File: config.mk
export PLATFORM = sky130hd
export DESIGN_NAME = uart_rx_framer
export DESIGN_NICKNAME = d
export VERILOG_FILES = /design/src/rtl/uart_rx_framer.sv
export SDC_FILE = /design/constraint.sdc
export NUM_CORES = 1
export LEC_CHECK = 0
export CORE_ASPECT_RATIO = 0.6
export CORE_UTILIZATION = 47
export DETAILED_ROUTE_END_ITERATION = 12
export PLACE_DENSITY_LB_ADDON = 0.08
export SYNTH_ARGS = -nofsm -noshare
export SYNTH_HDL_FRONTEND = slang
export SYNTH_SLANG_ARGS = --single-unit
File: constraint.sdc
create_clock -name clk_i -period 4.5 [get_ports clk_i]
set_clock_uncertainty 0.2 [all_clocks]
set_input_delay 1.35 -clock clk_i [delete_from_list [all_inputs] [get_ports clk_i]]
set_output_delay 1.35 -clock clk_i [all_outputs]
set_load 0.01 [all_outputs]
File: src/rtl/uart_rx_framer.sv
// UART receive framer: validates the start bit, samples data LSB-first at mid-bit,
// checks the stop bit and emits the word with a one-cycle valid or framing-error strobe.
module uart_rx_framer #(
  parameter int unsigned CLKS_PER_BIT = 434,
  parameter int unsigned DATA_BITS    = 8
) (
  input  logic                 clk_i,
  input  logic                 rst_i,
  input  logic                 rx_i,
  input  logic                 start_pulse_i,
  output logic [DATA_BITS-1:0] data_o,
  output logic                 valid_o,
  output logic                 frame_err_o,
  output logic                 busy_o
);

  localparam int unsigned HALF = (CLKS_PER_BIT - 1) / 2;
  localparam int unsigned CW   = $clog2(CLKS_PER_BIT);
  localparam int unsigned IW   = $clog2(DATA_BITS);

  localparam logic [CW-1:0] CNT_HALF = CW'(HALF);
  localparam logic [CW-1:0] CNT_LAST = CW'(CLKS_PER_BIT - 1);
  localparam logic [IW-1:0] IDX_LAST = IW'(DATA_BITS - 1);

  typedef enum logic [1:0] {
    IDLE  = 2'd0,
    START = 2'd1,
    DATA  = 2'd2,
    STOP  = 2'd3
  } state_t;

  state_t               state_q, state_d;
  logic [CW-1:0]        cnt_q, cnt_d;
  logic [IW-1:0]        idx_q, idx_d;
  logic [DATA_BITS-1:0] shift_q, shift_d;
  logic [DATA_BITS-1:0] data_d;
  logic                 valid_d, ferr_d, busy_d;

  // Next-state and next-output logic
  always_comb begin
    state_d = state_q;
    cnt_d   = cnt_q;
    idx_d   = idx_q;
    shift_d = shift_q;
    data_d  = data_o;
    valid_d = 1'b0;
    ferr_d  = 1'b0;

    case (state_q)
      IDLE: begin
        if (start_pulse_i) begin
          state_d = START;
          cnt_d   = '0;
        end
      end
      START: begin
        if (cnt_q == CNT_HALF) begin
          cnt_d = '0;
          idx_d = '0;
          // A line that is already high again at mid-start-bit was a glitch
          state_d = rx_i ? IDLE : DATA;
        end else begin
          cnt_d = cnt_q + CW'(1);
        end
      end
      DATA: begin
        if (cnt_q == CNT_LAST) begin
          cnt_d          = '0;
          shift_d[idx_q] = rx_i;
          if (idx_q == IDX_LAST) begin
            idx_d   = '0;
            state_d = STOP;
          end else begin
            idx_d = idx_q + IW'(1);
          end
        end else begin
          cnt_d = cnt_q + CW'(1);
        end
      end
      STOP: begin
        if (cnt_q == CNT_LAST) begin
          // Returning at mid-stop-bit leaves room to catch a back-to-back start edge
          cnt_d   = '0;
          state_d = IDLE;
          if (rx_i) begin
            valid_d = 1'b1;
            data_d  = shift_q;
          end else begin
            ferr_d = 1'b1;
          end
        end else begin
          cnt_d = cnt_q + CW'(1);
        end
      end
      default: begin
        state_d = IDLE;
        cnt_d   = '0;
        idx_d   = '0;
      end
    endcase

    busy_d = (state_d != IDLE);
  end

  // State and output registers
  always_ff @(posedge clk_i) begin
    if (rst_i) begin
      state_q     <= IDLE;
      cnt_q       <= '0;
      idx_q       <= '0;
      shift_q     <= '0;
      data_o      <= '0;
      valid_o     <= 1'b0;
      frame_err_o <= 1'b0;
      busy_o      <= 1'b0;
    end else begin
      state_q     <= state_d;
      cnt_q       <= cnt_d;
      idx_q       <= idx_d;
      shift_q     <= shift_d;
      data_o      <= data_d;
      valid_o     <= valid_d;
      frame_err_o <= ferr_d;
      busy_o      <= busy_d;
    end
  end

endmodule

==> results.cfg <==
[run_status]
status = complete, no violations

[cts]
clockRootBuffer = clkbuf_8
cts_sinks = 33
cts_resized = 0
cts_buffers = 5
h-tree-depth = 2
clkTransAtPathRegs_ns = 0.06
postCtsSetupBuffers = 0
cts_tree = yes
cts_hold_buf = 0
clockBufferDepth = 2
worstSkewPairLatency_ns = 0.27

[placement]
dpl_cell_area_um2 = 1750
place_hpwl_um = 2480
gp_congestion = 0.850
numPortBuffers = 14
dp.cells = 224

[synth]
synthAdderAreaFrac = 0.0392
synth_mux_area_frac = 0.100
post_synth.cell_area_avg_um2 = 9.18
synth_top_family_by_area = simple AND/OR/NAND/NOR gates
seq_area_frac_synth = 0.414
synth_seq_cells = 33
ys_warn_count = 0
synthCells = 174
synth_compound_area_frac = 0.136
yosys.area_share.xor_xnor = 0
synthArstFlopShare = 0
synthSimpleGateAreaFrac = 0.272
synth-edff-count = 0
syn-cell-area_um2 = 1600
synth_top_cell_by_area = dfxtp_1
synth_ff_type = dfxtp_1
synthTopCellsByArea = dfxtp_1 41%, mux2i_1 10%, nand2_1 4.9%
synthesis.nets = 183
yosysUniqueCellTypes = 38
synth_top_area_share = 0.414

[setup_path]
worst-path-max-fanout = 24
worst-setup-path-type = input port to register
cp-start-kind = input port
crit_buf_inv = 3
critPathTopFamily = buffers and inverters
arrival_ns = 2.82
worstSetupEndpointType = register
required_ns = 4.44
path_cells = clkdlybuf4s50_1 > buf_4 > inv_1 > nand2_1 > mux2i_1
cp_slowest_cell = clkdlybuf4s50_1
worst_path_largest_cell_delay_ns = 0.46

[timing]
fin_crit_ns = 2.88
finalHoldViolCount = 0
timing.slew.headroom = 0.555
finalMaxSlewViolations = 0
tightest_slew_ns = 0.668
fmax_ghz = 0.348
grt_setup_unrepaired = false
min_period_over_period = 0.639
setup_viol = 0
fin_tns_setup_ns = 0

[routing]
wirelength_met1_um = 1860
top_layer = met3
first_iter_violations = 60
route.detailed.drc = 0
viasPerCell = 5.88
drtPass1Iterations = 4
met3RoutedLength_um = 221
wl_um = 3470
drt-wirelength-per-cell_um = 15.1
num_vias = 1352
postRouteAntennaNets = 0
wl_met2_um = 1390

[floorplan]
die_y_um = 47.1
io_pins = 15
die_area_um2 = 3640
die_w_um = 77.2
initial_core_util = 0.525
num_rows = 15
coreArea_um2 = 3040

[min_path]
min_path_type = register to register

[finish]
syn2layout_area_growth_pct = 14.4
instances_no_fill = 230
final_common_cell = dfxtp_1
design_area_um2 = 1830
diodes = 0
layout.nets = 198
final_cell_mix = 33 x dfxtp_1, 21 x nand2_1, 16 x mux2i_1, 14 x clkdlybuf4s50_1, 11 x nor2_1
drive_above_1_share = 0.0638

[global_routing]
antenna_found_initial = 0
overflow = 0
grt_max_degree = 25
grt_pass1_vias = 1214
grt_util_all_layers = 0.221
grt_pass1_wl_um = 5950

[power]
peakVddDrop_v = 0.000185
p_total_uw = 520
p_leak_nw = 0.668
p_per_area_nw_per_um2 = 285

[job]
cap_violations = 0
==> per-stage QoR <==
stage           util  hold WS, ns  worst slack, ns
6_report       0.601        0.263             1.62
5_1_grt        0.601        0.284             1.52
4_1_cts        0.601        0.265             1.63
3_5_place_dp   0.577        0.253             1.35
3_3_place_gp   0.577        0.248             1.39
2_1_floorplan      -        0.238             2.03
==> cell type report <==
cell class,instances,area (um2)
well taps,42,52.6
multi-input cells,129,873
inverters,5,18.8
fillers,270,1210
clock inverters,1,5.00
flip-flops and latches,33,661
repair buffers,15,148
clock buffers,5,68.8
==> registers in the layout (all words and copies together), names as in the netlist <==
register,count
cnt_q,9
data_o,8
shift_q,8
idx_q,3
state_q,2
busy_o,1
frame_err_o,1
valid_o,1
==> cells by family after synthesis <==
family	after synthesis
multiplexers	16
buffers and inverters	12
flip-flops	33
AND/OR/NAND/NOR	77
AO/OA/AOI/OAI	31
adder cells (fa/ha/maj)	5
==> final timing paths <==
check | slack (ns) | startpoint | to | depth (start not counted)
setup / recovery | 1.62 | rst_i | shift_q[5] | 5
hold / removal | 0.26 | shift_q[2] | shift_q[2] | 2
setup reg to reg | 2.24 | cnt_q[0] | data_o[5] | 5
hold reg to reg | 0.26 | shift_q[2] | shift_q[2] | 2
==> worst min-delay path, delay by kind of cell (launching register included) <==
kind	cells	cell delay [ns]
DFF	1	0.31
muxes	1	0.06
and+or+nand+nor	1	0.05
==> where the power goes <==
part / total (mW) / internal [mW] / switching, mW
sequential: 0.299 / 0.295 / 0.00383
clock: 0.197 / 0.102 / 0.0958
combinational: 0.0243 / 0.00906 / 0.0152
==> routing by layer <==
metal / global-route usage / vias to the layer above
li1: - / 667
met1: 0.313 / 640
met2: 0.336 / 45
met3: 0.0583 / 0
met4: 0.0604 / 0
met5: 0 / -
==> synth_stat cells (all sizes together), types with 3 or more instances <==
library cell / instances
inv: 5
buf: 4
nand3b: 3
nand3: 10
nor3: 4
and3: 5
nand4: 4
mux2i: 16
nor4: 3
ha: 5
clkbuf: 3
nand2: 21
o21ai: 3
nor2b: 3
a21oi: 10
nor2: 11
dfxtp: 33
o22ai: 7
Power figures use the tool's default switching activity.
